$ cat src/rtl/rt_pkg.sv
// Shared render-loop types and camera fixed-point constants.
// RT_FRAG_COORD_EN adds pixel coordinates to each fragment entry.
package rt_pkg;

    localparam int unsigned CAMERA_IW = 16;
    localparam int unsigned CAMERA_QW = 16;
    localparam int unsigned CAMERA_WL = CAMERA_IW + CAMERA_QW;

    typedef logic [1:0] rt_frag_state_t;
    localparam rt_frag_state_t StIdle  = 2'd0;
    localparam rt_frag_state_t StRun   = 2'd1;
    localparam rt_frag_state_t StDrain = 2'd2;

    typedef struct packed {
        logic [31:0]          data;
        logic                 last;
`ifdef RT_FRAG_COORD_EN
        logic [CAMERA_IW-1:0] x;
        logic [CAMERA_IW-1:0] y;
`endif
    } rt_frag_t;

endpackage

$ cat src/rtl/rt_frag_fifo.sv
// Synchronous FIFO with occupancy count and synchronous flush.
// Depth must be a power of two so the pointers wrap naturally.
module rt_frag_fifo #(
    parameter int unsigned Width = 33,
    parameter int unsigned Depth = 4,
    localparam int unsigned AW = $clog2(Depth),
    localparam int unsigned CW = $clog2(Depth + 1)
) (
    input  logic             clk,
    input  logic             resetn,
    input  logic             flush,
    input  logic             push,
    input  logic [Width-1:0] wdata,
    input  logic             pop,
    output logic [Width-1:0] rdata,
    output logic [CW-1:0]    count,
    output logic             empty,
    output logic             full
);

    logic [Width-1:0] mem_q [Depth];
    logic [AW-1:0]    wr_ptr_q;
    logic [AW-1:0]    rd_ptr_q;
    logic [CW-1:0]    count_q;
    logic             do_push;
    logic             do_pop;

    assign empty   = (count_q == '0);
    assign full    = (count_q == CW'(Depth));
    assign do_pop  = pop & ~empty;
    // A pop in the same cycle frees the slot, so push into a full FIFO is legal then.
    assign do_push = push & (~full | do_pop);

    always_ff @(posedge clk or negedge resetn) begin
        if (!resetn) begin
            wr_ptr_q <= '0;
            rd_ptr_q <= '0;
            count_q  <= '0;
        end else if (flush) begin
            wr_ptr_q <= '0;
            rd_ptr_q <= '0;
            count_q  <= '0;
        end else begin
            if (do_push) begin
                wr_ptr_q <= wr_ptr_q + AW'(1);
            end
            if (do_pop) begin
                rd_ptr_q <= rd_ptr_q + AW'(1);
            end
            if (do_push && !do_pop) begin
                count_q <= count_q + CW'(1);
            end else if (!do_push && do_pop) begin
                count_q <= count_q - CW'(1);
            end
        end
    end

    always_ff @(posedge clk) begin
        if (do_push) begin
            mem_q[wr_ptr_q] <= wdata;
        end
    end

    assign rdata = mem_q[rd_ptr_q];
    assign count = count_q;

endmodule

$ cat src/rtl/rt_rgu.sv
// Ray generation unit: direction from the camera centre to the centre of pixel (x, y).
// Pixel coordinates are integers; all vectors are Q(IW.QW) fixed point.
module rt_rgu import rt_pkg::*; #(
    parameter int unsigned IW = CAMERA_IW,
    parameter int unsigned WL = CAMERA_WL
) (
    input  logic [IW-1:0] pixel_x,
    input  logic [IW-1:0] pixel_y,
    input  logic [WL-1:0] camera_center_x,
    input  logic [WL-1:0] camera_center_y,
    input  logic [WL-1:0] camera_center_z,
    input  logic [WL-1:0] pixel_delta_u_x,
    input  logic [WL-1:0] pixel_delta_u_y,
    input  logic [WL-1:0] pixel_delta_u_z,
    input  logic [WL-1:0] pixel_delta_v_x,
    input  logic [WL-1:0] pixel_delta_v_y,
    input  logic [WL-1:0] pixel_delta_v_z,
    input  logic [WL-1:0] pixel_00_loc_x,
    input  logic [WL-1:0] pixel_00_loc_y,
    input  logic [WL-1:0] pixel_00_loc_z,
    output logic [WL-1:0] ray_direction_x,
    output logic [WL-1:0] ray_direction_y,
    output logic [WL-1:0] ray_direction_z
);

    logic [WL-1:0] px;
    logic [WL-1:0] py;

    // Integer pixel index times a Q delta stays in Q format; products wrap to WL bits.
    assign px = WL'(pixel_x);
    assign py = WL'(pixel_y);

    assign ray_direction_x = pixel_00_loc_x + px * pixel_delta_u_x + py * pixel_delta_v_x
                             - camera_center_x;
    assign ray_direction_y = pixel_00_loc_y + px * pixel_delta_u_y + py * pixel_delta_v_y
                             - camera_center_y;
    assign ray_direction_z = pixel_00_loc_z + px * pixel_delta_u_z + py * pixel_delta_v_z
                             - camera_center_z;

endmodule

$ cat src/rtl/rt_frag_stream.sv
// Raster-scan fragment generator: rt_rgu -> LAT-stage pipeline -> FIFO -> valid/ready stream.
// Define RT_FRAG_COORD_EN to carry pixel coordinates on m_x/m_y alongside each beat.
module rt_frag_stream import rt_pkg::*; #(
    parameter int unsigned IW         = CAMERA_IW,
    parameter int unsigned QW         = CAMERA_QW,
    parameter int unsigned LAT        = 3,
    parameter int unsigned FIFO_DEPTH = 4
) (
    input  logic          clk,
    input  logic          resetn,
    input  logic          start,
    input  logic          abort,
    output logic          busy,
    output logic          done,
    input  logic [31:0]   image_width,
    input  logic [31:0]   image_height,
    input  logic [31:0]   camera_center_x,
    input  logic [31:0]   camera_center_y,
    input  logic [31:0]   camera_center_z,
    input  logic [31:0]   pixel_delta_u_x,
    input  logic [31:0]   pixel_delta_u_y,
    input  logic [31:0]   pixel_delta_u_z,
    input  logic [31:0]   pixel_delta_v_x,
    input  logic [31:0]   pixel_delta_v_y,
    input  logic [31:0]   pixel_delta_v_z,
    input  logic [31:0]   pixel_00_loc_x,
    input  logic [31:0]   pixel_00_loc_y,
    input  logic [31:0]   pixel_00_loc_z,
    output logic          m_valid,
    input  logic          m_ready,
    output logic [31:0]   m_data,
    output logic          m_last
`ifdef RT_FRAG_COORD_EN
    ,
    output logic [IW-1:0] m_x,
    output logic [IW-1:0] m_y
`endif
);

    localparam int unsigned WL = IW + QW;
    localparam int unsigned FW = $bits(rt_frag_t);
    localparam int unsigned CW = $clog2(FIFO_DEPTH + 1);
    localparam int unsigned OW = $clog2(FIFO_DEPTH + LAT + 2);

    rt_frag_state_t state_q, state_d;
    logic [IW-1:0]  w_q, w_d, h_q, h_d;
    logic [IW-1:0]  x_q, x_d, y_q, y_d;
    logic [IW-1:0]  img_w, img_h;
    logic           done_q, done_d;
    logic           issue, issue_last, can_issue, pop;
    logic [OW-1:0]  inflight;
    logic [WL-1:0]  ray_x, ray_y, ray_z;
    logic [31:0]    ray_data;
    rt_frag_t       issue_frag, head;
    rt_frag_t       pipe_q [LAT];
    logic [LAT-1:0] pipe_valid_q;
    logic [FW-1:0]  fifo_rdata;
    logic [CW-1:0]  fifo_count;
    logic           fifo_empty, fifo_full;
    logic           unused_bits;

    assign img_w = image_width[QW +: IW];
    assign img_h = image_height[QW +: IW];
    assign unused_bits = ^{image_width, image_height, ray_y, ray_z, fifo_full};

    rt_rgu #(
        .IW (IW),
        .WL (WL)
    ) u_rgu (
        .pixel_x         (x_q),
        .pixel_y         (y_q),
        .camera_center_x (camera_center_x[WL-1:0]),
        .camera_center_y (camera_center_y[WL-1:0]),
        .camera_center_z (camera_center_z[WL-1:0]),
        .pixel_delta_u_x (pixel_delta_u_x[WL-1:0]),
        .pixel_delta_u_y (pixel_delta_u_y[WL-1:0]),
        .pixel_delta_u_z (pixel_delta_u_z[WL-1:0]),
        .pixel_delta_v_x (pixel_delta_v_x[WL-1:0]),
        .pixel_delta_v_y (pixel_delta_v_y[WL-1:0]),
        .pixel_delta_v_z (pixel_delta_v_z[WL-1:0]),
        .pixel_00_loc_x  (pixel_00_loc_x[WL-1:0]),
        .pixel_00_loc_y  (pixel_00_loc_y[WL-1:0]),
        .pixel_00_loc_z  (pixel_00_loc_z[WL-1:0]),
        .ray_direction_x (ray_x),
        .ray_direction_y (ray_y),
        .ray_direction_z (ray_z)
    );

    if (WL >= 32) begin : g_trunc
        assign ray_data = ray_x[31:0];
    end else begin : g_sext
        assign ray_data = {{(32 - WL){ray_x[WL-1]}}, ray_x};
    end

    always_comb begin
        inflight = '0;
        for (int i = 0; i < LAT; i++) begin
            inflight = inflight + OW'(pipe_valid_q[i]);
        end
    end

    // Every queued or in-flight entry owns a FIFO slot; a pop this cycle returns one.
    assign pop        = ~fifo_empty & m_ready;
    assign can_issue  = (OW'(fifo_count) + inflight) < (OW'(FIFO_DEPTH) + OW'(pop));
    assign issue      = (state_q == StRun) & ~abort & can_issue;
    assign issue_last = (x_q == w_q - IW'(1)) & (y_q == h_q - IW'(1));

    always_comb begin
        issue_frag      = '0;
        issue_frag.data = ray_data;
        issue_frag.last = issue_last;
`ifdef RT_FRAG_COORD_EN
        issue_frag.x    = x_q;
        issue_frag.y    = y_q;
`endif
    end

    always_ff @(posedge clk or negedge resetn) begin
        if (!resetn) begin
            pipe_valid_q <= '0;
            for (int i = 0; i < LAT; i++) begin
                pipe_q[i] <= '0;
            end
        end else begin
            pipe_valid_q[0] <= issue;
            pipe_q[0]       <= issue_frag;
            for (int i = 1; i < LAT; i++) begin
                pipe_valid_q[i] <= pipe_valid_q[i-1] & ~abort;
                pipe_q[i]       <= pipe_q[i-1];
            end
        end
    end

    rt_frag_fifo #(
        .Width (FW),
        .Depth (FIFO_DEPTH)
    ) u_fifo (
        .clk    (clk),
        .resetn (resetn),
        .flush  (abort),
        .push   (pipe_valid_q[LAT-1]),
        .wdata  (pipe_q[LAT-1]),
        .pop    (pop),
        .rdata  (fifo_rdata),
        .count  (fifo_count),
        .empty  (fifo_empty),
        .full   (fifo_full)
    );

    assign head = rt_frag_t'(fifo_rdata);

    always_comb begin
        state_d = state_q;
        w_d     = w_q;
        h_d     = h_q;
        x_d     = x_q;
        y_d     = y_q;
        done_d  = 1'b0;
        if (abort) begin
            state_d = StIdle;
        end else begin
            case (state_q)
                StIdle: begin
                    if (start) begin
                        w_d = img_w;
                        h_d = img_h;
                        x_d = '0;
                        y_d = '0;
                        if (img_w != '0 && img_h != '0) begin
                            state_d = StRun;
                        end else begin
                            done_d = 1'b1;
                        end
                    end
                end
                StRun: begin
                    if (issue) begin
                        if (issue_last) begin
                            state_d = StDrain;
                        end else if (x_q == w_q - IW'(1)) begin
                            x_d = '0;
                            y_d = y_q + IW'(1);
                        end else begin
                            x_d = x_q + IW'(1);
                        end
                    end
                end
                StDrain: begin
                    if (pop && head.last) begin
                        done_d  = 1'b1;
                        state_d = StIdle;
                    end
                end
                default: state_d = StIdle;
            endcase
        end
    end

    always_ff @(posedge clk or negedge resetn) begin
        if (!resetn) begin
            state_q <= StIdle;
            w_q     <= '0;
            h_q     <= '0;
            x_q     <= '0;
            y_q     <= '0;
            done_q  <= 1'b0;
        end else begin
            state_q <= state_d;
            w_q     <= w_d;
            h_q     <= h_d;
            x_q     <= x_d;
            y_q     <= y_d;
            done_q  <= done_d;
        end
    end

    assign busy    = (state_q != StIdle);
    assign done    = done_q;
    assign m_valid = ~fifo_empty;
    assign m_data  = fifo_empty ? '0 : head.data;
    assign m_last  = ~fifo_empty & head.last;
`ifdef RT_FRAG_COORD_EN
    assign m_x     = fifo_empty ? '0 : head.x;
    assign m_y     = fifo_empty ? '0 : head.y;
`endif

endmodule

$ cat config.mk
export PLATFORM = sky130hd
export DESIGN_NAME = rt_frag_stream
export DESIGN_NICKNAME = d
export VERILOG_FILES = /design/src/rtl/rt_pkg.sv /design/src/rtl/rt_frag_fifo.sv /design/src/rtl/rt_rgu.sv /design/src/rtl/rt_frag_stream.sv
export SDC_FILE = /design/constraint.sdc
export NUM_CORES = 2
export LEC_CHECK = 0
export CORE_MARGIN = 10
export CORE_UTILIZATION = 60
export DETAILED_ROUTE_END_ITERATION = 10
export GPL_TIMING_DRIVEN = 0
export PLACE_DENSITY = 0.86
export RECOVER_POWER = 50
export SLEW_MARGIN = 20
export SYNTH_ARGS = -nofsm -noshare
export SYNTH_HDL_FRONTEND = slang
export SYNTH_SLANG_ARGS = --single-unit
$ cat constraint.sdc
create_clock -name clk -period 20.7 [get_ports clk]
set_input_delay 3.105 -clock clk [delete_from_list [all_inputs] [get_ports clk]]
set_output_delay 3.105 -clock clk [all_outputs]
set_load 0.01 [all_outputs]
[After elaboration in Yosys (flattened, before gate mapping)]
Memories as Yosys holds them, arrays and structs flattened.
Index checks and enable logic that the tools add are counted.
Storage, ports and cells
  register bits after elaboration: 176
  latch bits: 0
  RAM bits: 132
  bits in read-only memories: 0
  output and inout port bits: 36
  logic and storage cells: 112
  memories: 1
Cells by class
  $add $sub $neg: 15
  $mul: 2
  divide/modulo/power cells: 0
  order comparisons: 1
  equality and inequality tests: 14
  shift-type cells: 0
  muxes and demuxes: 31
  bitwise gates (word level): 13
  reduce and logical (&&, ||, !) cells: 19
Memory list
  u_fifo.mem_q: depth 4, bits a word 33, read ports 1, clocked after Yosys merged registers in 0, write ports 1, RTL line rt_frag_fifo.sv:21  | logic [Width-1:0] mem_q [Depth];
Operators by type and width (count)
  two-way mux 16 bit: 7
  adder 32 bit: 2
  multiplier 16 x 32 -> 32 bit: 2
  one-hot mux 16 bit (2 select lines): 2
  adder 16 x 1 -> 16 bit, second input constant: 2
  equality test 16 bit: 2
  two-way mux 32 bit: 1
  nonzero test 16 bit: 2
  subtractor 16 x 1 -> 16 bit, second input constant: 2
  subtractor 32 bit: 1
  two-way mux 2 bit: 10
  != test 3 bit, second input constant: 5
  AND reduction 5 bit: 2
  bitwise AND 1 bit: 9
  two-way mux 3 bit: 3
  nonzero test 2 bit: 4
  two-way mux 1 bit: 6
  != test 2 bit, second input constant: 3
  one-hot mux 2 bit (3 select lines): 1
  AND reduction 6 bit: 1
  adder 2 x 1 -> 2 bit, second input constant: 2
  adder 3 x 1 -> 4 bit, first input constant: 1
  adder 3 x 3 -> 4 bit: 1
  logical AND 1 bit: 4
  other kinds (17): 20

[Logic depth before layout (Yosys ltp)]
  word-level depth: 11
  gate-level depth with buffers: 29
  mapped depth without buffers: 27

[Hierarchy]
Synthesis repeated with hierarchy kept, for this count alone.
Second synthesis, totals
  cell total of the unflattened synthesis: 9134
  area, all modules: 86518.0 sq um
Modules (own cells, without submodules)
  rt_rgu: times used 1, cells each 8214, area each 73849.6 sq um, sequential area each 0.0 sq um
  rt_frag_stream: times used 1, cells each 686, area each 7342.0 sq um, sequential area each 4229.1 sq um
  rt_frag_fifo: times used 1, cells each 234, area each 5326.4 sq um, sequential area each 4139.0 sq um

[Worst setup path after synthesis]
No wires, ideal clock.
  path kind: input -> register
  start point: in pixel_delta_v_x[7]
  end point: reg pipe_q[97] in the netlist's numbering
  setup time: 0.124 ns
  data arrival time: 9.775 ns
  slack: 10.801 ns
  stages on the path: 23
  cell sequence: clkbuf_1 > nand2_1 > fa_1 > fa_1 > inv_1 > fa_1 > inv_1 > fa_1 > fa_1 > inv_1 > fa_1 > fa_1 > fa_1 > ha_1 > a21oi_1 > nand2_1 > o211ai_1 > o21ai_0 > o41ai_1 > o211ai_1 > a31oi_1 > o21ai_0 > xnor2_1
Between the ends
  cells in the longest elaborated chain, start to end: 3
RTL lines
  from (decl): RTL line rt_frag_stream.sv:23  | input logic [31:0] pixel_delta_v_x,
  multiplier 16 x 32 -> 32 bit: RTL line rt_rgu.sv:33  | assign ray_direction_x = pixel_00_loc_x + px * pixel_delta_u_x + py * pixel_delta_v_x
  adder 32 bit: RTL line rt_rgu.sv:33
  subtractor 32 bit: RTL line rt_rgu.sv:34  | - camera_center_x;
  net ray_data[30]: RTL line rt_frag_stream.sv:53  | logic [31:0] ray_data;
  to (signal, indexed assignment): RTL line rt_frag_stream.sv:129  | pipe_q[i] <= pipe_q[i-1];
  to (decl): RTL line rt_frag_stream.sv:55  | rt_frag_t pipe_q [LAT];
The timed path passes the listed nets, and every way through them passes these cells.
A chain may end at the register's enable or synchronous reset.

[Worst setup path after layout]
  start point: in pixel_delta_v_x[5]
  end point: reg pipe_q[95] in the netlist's numbering
The elaborated chain is that of the path after synthesis.

==> metrics list <==
* Portion of the post-synthesis area used by sequential elements: 22.5%
- Via count of the first global-routing pass: 29100
* Final weighted congestion in routability-driven placement: between 1 and 1.5
- CTS built an H-tree with a depth of 1.
- The core region is 61600 sq um.
* Input/output buffers: 196
- At the pin with the least slew margin, the transition time is 4.59 ns.
- After technology mapping, the gate count stands at 3700.
* Synth unique cells: 69
* Yosys reg bits: 308
- Global routing finished with a remaining overflow of 0.
- I/O pin count: 489
- By startpoint and endpoint, the worst setup path is classified as in -> reg.
* Maximum resistive drop on vdd: around 120 uV
- The clock passes through at most 3 buffers.
* Largest net degree at the start of global routing: between 80 and 90
- TritonCTS built the clock tree.
- Setup violations remaining at the end of the flow were counted as 0.
* Number of sinks on the clock net: around 310
- Area share of the leading cell type in the synthesized netlist: 39.0%
- Setup repair after global routing missed its margin: no
- In this run the most critical hold path is launched from pipe_q[87]$_DFF_PN0_.
- For this block, the routed nets add up to 107000 microns of wire.
* Final TNS setup: 0 ns
* Number of resized instances in the post-cts repair step: 0
- Nets in the synthesized netlist: 5010
* Cell with the most instances after synthesis: sky130_fd_sc_hd__inv_1
* Number of antenna violations at the first check in global routing: 7
- Counting flops with a built-in enable in the synthesized netlist gives around 130.
* Largest cells by area after synthesis: sky130_fd_sc_hd__fa_1 39%, sky130_fd_sc_hd__dfrtp_1 12%, sky130_fd_sc_hd__edfxtp_1 11%
* Violation count after the first detailed-routing iteration: between 2000 and 3000
* Die width: 269 microns
* Detail Route Antenna Nets: 0
* Worst r2r src: y_q[3]$_DFFE_PN0P_
- CP arrival: 12.24 ns
* Final Skew: 0.0141 ns
- Of all nets on the critical path, the largest fanout is 10.
- Final Slew Violations: 181
- After clock tree synthesis, the flow added hold-fix buffers numbering 0.
* Startpoint of the worst setup timing path: pixel_delta_v_x[5]
* Warnings, synthesis: 0
- Hold slack final: 0.343 ns
- Root buf cell: sky130_fd_sc_hd__clkbuf_16
- Number of nets at the end of the flow: 5240
* Async set-reset flop share out of synthesis: 57.1%
* Worst EP required: around 21 ns
* Biggest area consumer among synthesized cells: sky130_fd_sc_hd__fa_1
- Vias post-DR: 27400
- For this design the ratio of total power to cell area is 85.2 nW/um^2.
- Kind of launch point of the worst setup path: input pin
- Ratio of cells with drive above 1 in the final layout: 2.81%
- Based on the critical path, the design can be clocked at up to 84.5 MHz.
- Clock transition at the registers of the reported paths: 0.07 ns
- Area of the die: 72500 sq um
- Run status: complete, but fails checks
* CP Capture Type: flip-flop
- After synthesis the cells add up to 37300 sq um.
- Tightest slew margin relative to the limit: -206%
* Global routing usage summed across all routing layers: 29.7%
* Routed WL per cell: 22.4 microns
* Failing checks: DRC, capacitance limit, slew limit
- By count the netlist is led by 807 x sky130_fd_sc_hd__inv_1, 727 x sky130_fd_sc_hd__fa_1, 584 x sky130_fd_sc_hd__nand2_1, 365 x sky130_fd_sc_hd__and2_1, 178 x sky130_fd_sc_hd__clkbuf_1.
* Post-DR vias/cell: about 5.7
* Global-route wire length before repair: 166000 microns
- The final critical path takes up 57.2% of the cycle.
* Top flip-flop cell by instance count after synthesis: sky130_fd_sc_hd__dfrtp_1
* Maximum capacitance violations: 3
* CTS buffer count: 25
- Average cell area after synthesis: 10.1 sq um
- Number of failing hold endpoints at the final stage: 0
- Before antenna repair, the detailed router went through 9 iterations.
* Initial core utilization: just over 60%
- Post CTS Setup Buffer Count: 0
- Counting I/O delays and the setup requirement, the final critical path takes 11.84 ns.
- Number of rows created at floorplan: between 90 and 100
* HP Class: reg -> reg
* Synthesis-to-finish area growth: 10.7%
- HPWL after detailed placement: approximately 88000 microns
- Summed over all cells, the static leakage comes to 18.2 nW.
- The floorplan step set the die height to 269 microns.
* Clk_lat worst skew: 0.55 ns
- Final routed DRC violation total: 2
final cells by class:
cell class	count	area [sq um]
tap	837	1050
buffer	192	758
inverter	807	3030
multi-input combinational	2393	25100
antenna	3	7.51
clock inverter	16	158
timing repair buffer	203	2050
clock buffer	30	676
fill	4455	20400
sequential	308	8370
logic make-up (layout without fill, tap and decap cells):
logic type / count (synthesis) / in the layout / synth area share (%)
and+or+nand+nor: 1186 / 1186 / 15.6
buffers and inverters: 999 / 1248 / 10.2
adders and majority gates: 857 / 857 / 43.4
DFF: 308 / 308 / 22.5
AOI/OAI and AO/OA: 170 / 170 / 2.82
xor gates and xnor gates: 137 / 137 / 3.29
muxes: 43 / 43 / 2.27
other: 0 / 3 / 0
layer usage:
metal  track usage (%)  wire length (microns)  vias up
li1                  -                      -    11400
met1              36.3                  37200    13900
met2              48.8                  51300     1697
met3              7.45                  12300      377
met4              15.0                   6380       10
met5                 0                     66        -
placed cells by master, fill, tap and decap left out, types with 26 or more instances in the layout:
| cell | Yosys | routed |
|---|---|---|
| sky130_fd_sc_hd__nor2_1 | 60 | 60 |
| sky130_fd_sc_hd__clkbuf_16 | 0 | 26 |
| sky130_fd_sc_hd__mux4_2 | 33 | 33 |
| sky130_fd_sc_hd__nand2_1 | 584 | 584 |
| sky130_fd_sc_hd__a21oi_1 | 50 | 50 |
| sky130_fd_sc_hd__fa_1 | 727 | 727 |
| sky130_fd_sc_hd__edfxtp_1 | 132 | 132 |
| sky130_fd_sc_hd__nand3_1 | 29 | 29 |
| sky130_fd_sc_hd__o21ai_0 | 40 | 40 |
| sky130_fd_sc_hd__clkdlybuf4s50_1 | 0 | 194 |
| sky130_fd_sc_hd__inv_1 | 807 | 807 |
| sky130_fd_sc_hd__xor2_1 | 38 | 38 |
| sky130_fd_sc_hd__dfrtp_1 | 176 | 176 |
| sky130_fd_sc_hd__clkbuf_1 | 178 | 184 |
| sky130_fd_sc_hd__and2_1 | 365 | 361 |
| sky130_fd_sc_hd__ha_1 | 130 | 130 |
| sky130_fd_sc_hd__xnor2_1 | 97 | 97 |
critical path, stage by stage:
cell and delay [ns]:
sky130_fd_sc_hd__clkdlybuf4s50_1 0.75, sky130_fd_sc_hd__clkbuf_1 0.64, sky130_fd_sc_hd__nand2_1 0.16, sky130_fd_sc_hd__fa_1 0.46, sky130_fd_sc_hd__fa_1 0.52, sky130_fd_sc_hd__inv_1 0.05
sky130_fd_sc_hd__fa_1 0.49, sky130_fd_sc_hd__inv_1 0.09, sky130_fd_sc_hd__fa_1 0.52, sky130_fd_sc_hd__fa_1 0.52, sky130_fd_sc_hd__inv_1 0.05, sky130_fd_sc_hd__fa_1 0.57
sky130_fd_sc_hd__fa_1 0.43, sky130_fd_sc_hd__fa_1 0.45, sky130_fd_sc_hd__ha_1 0.34, sky130_fd_sc_hd__a21oi_1 0.46, sky130_fd_sc_hd__nand2_1 0.16, sky130_fd_sc_hd__o211ai_1 0.29
sky130_fd_sc_hd__o21ai_0 0.29, sky130_fd_sc_hd__o41ai_2 0.75, sky130_fd_sc_hd__o211ai_1 0.23, sky130_fd_sc_hd__a31oi_1 0.37, sky130_fd_sc_hd__o21ai_0 0.16, sky130_fd_sc_hd__xor2_1 0.35
final timing paths:
check / end / slack, ns / depth (start not counted)
worst max-delay path: pipe_q[95]$_DFF_PN0_ / 8.86 / 24
worst min-delay path: pipe_q[54]$_DFF_PN0_ / 0.34 / 0
worst max register to register: pipe_q[95]$_DFF_PN0_ / 10.16 / 25
worst min register to register: pipe_q[54]$_DFF_PN0_ / 0.34 / 0
max in group asynchronous: x_q[11]$_DFFE_PN0P_ / 10.57 / 3
min in group asynchronous: pipe_q[13]$_DFF_PN0_ / 3.05 / 1
per-stage QoR:
step	std cells	total power, W	setup slack [ns]	instance area [sq um]	utilization, %
3_3_place_gp	4733	0.00285	8.48	40300	65.4
3_5_place_dp	4739	0.00295	8.21	40400	65.6
6_report	4789	0.00352	8.86	41200	67.0
5_1_grt	4786	0.00376	8.65	41200	66.9
4_1_cts	4785	0.00347	8.72	41300	67.0
2_1_floorplan	3700	0.00228	10.80	37300	-
state kept, by name, indices dropped and copies added (netlist names):
register	count
u_fifo.count	3
h_q	16
y_q	16
pipe_q	99
x_q	16
pipe_valid_q	3
state_q	2
u_fifo.wr_ptr_q	2
u_fifo.rd_ptr_q	2
w_q	16
u_fifo.mem_q	132
done	1
report_power, final:
group	total [W]	switching, W	internal (W)	leakage (nW)
Clock	0.000492	0.000229	0.000263	0.407
Combinational	0.00213	0.00130	0.000837	14.4
Sequential	0.000889	0.0000750	0.000814	3.36
Total	0.00352	0.00160	0.00191	18.2
(Power assumes the default switching activity.)
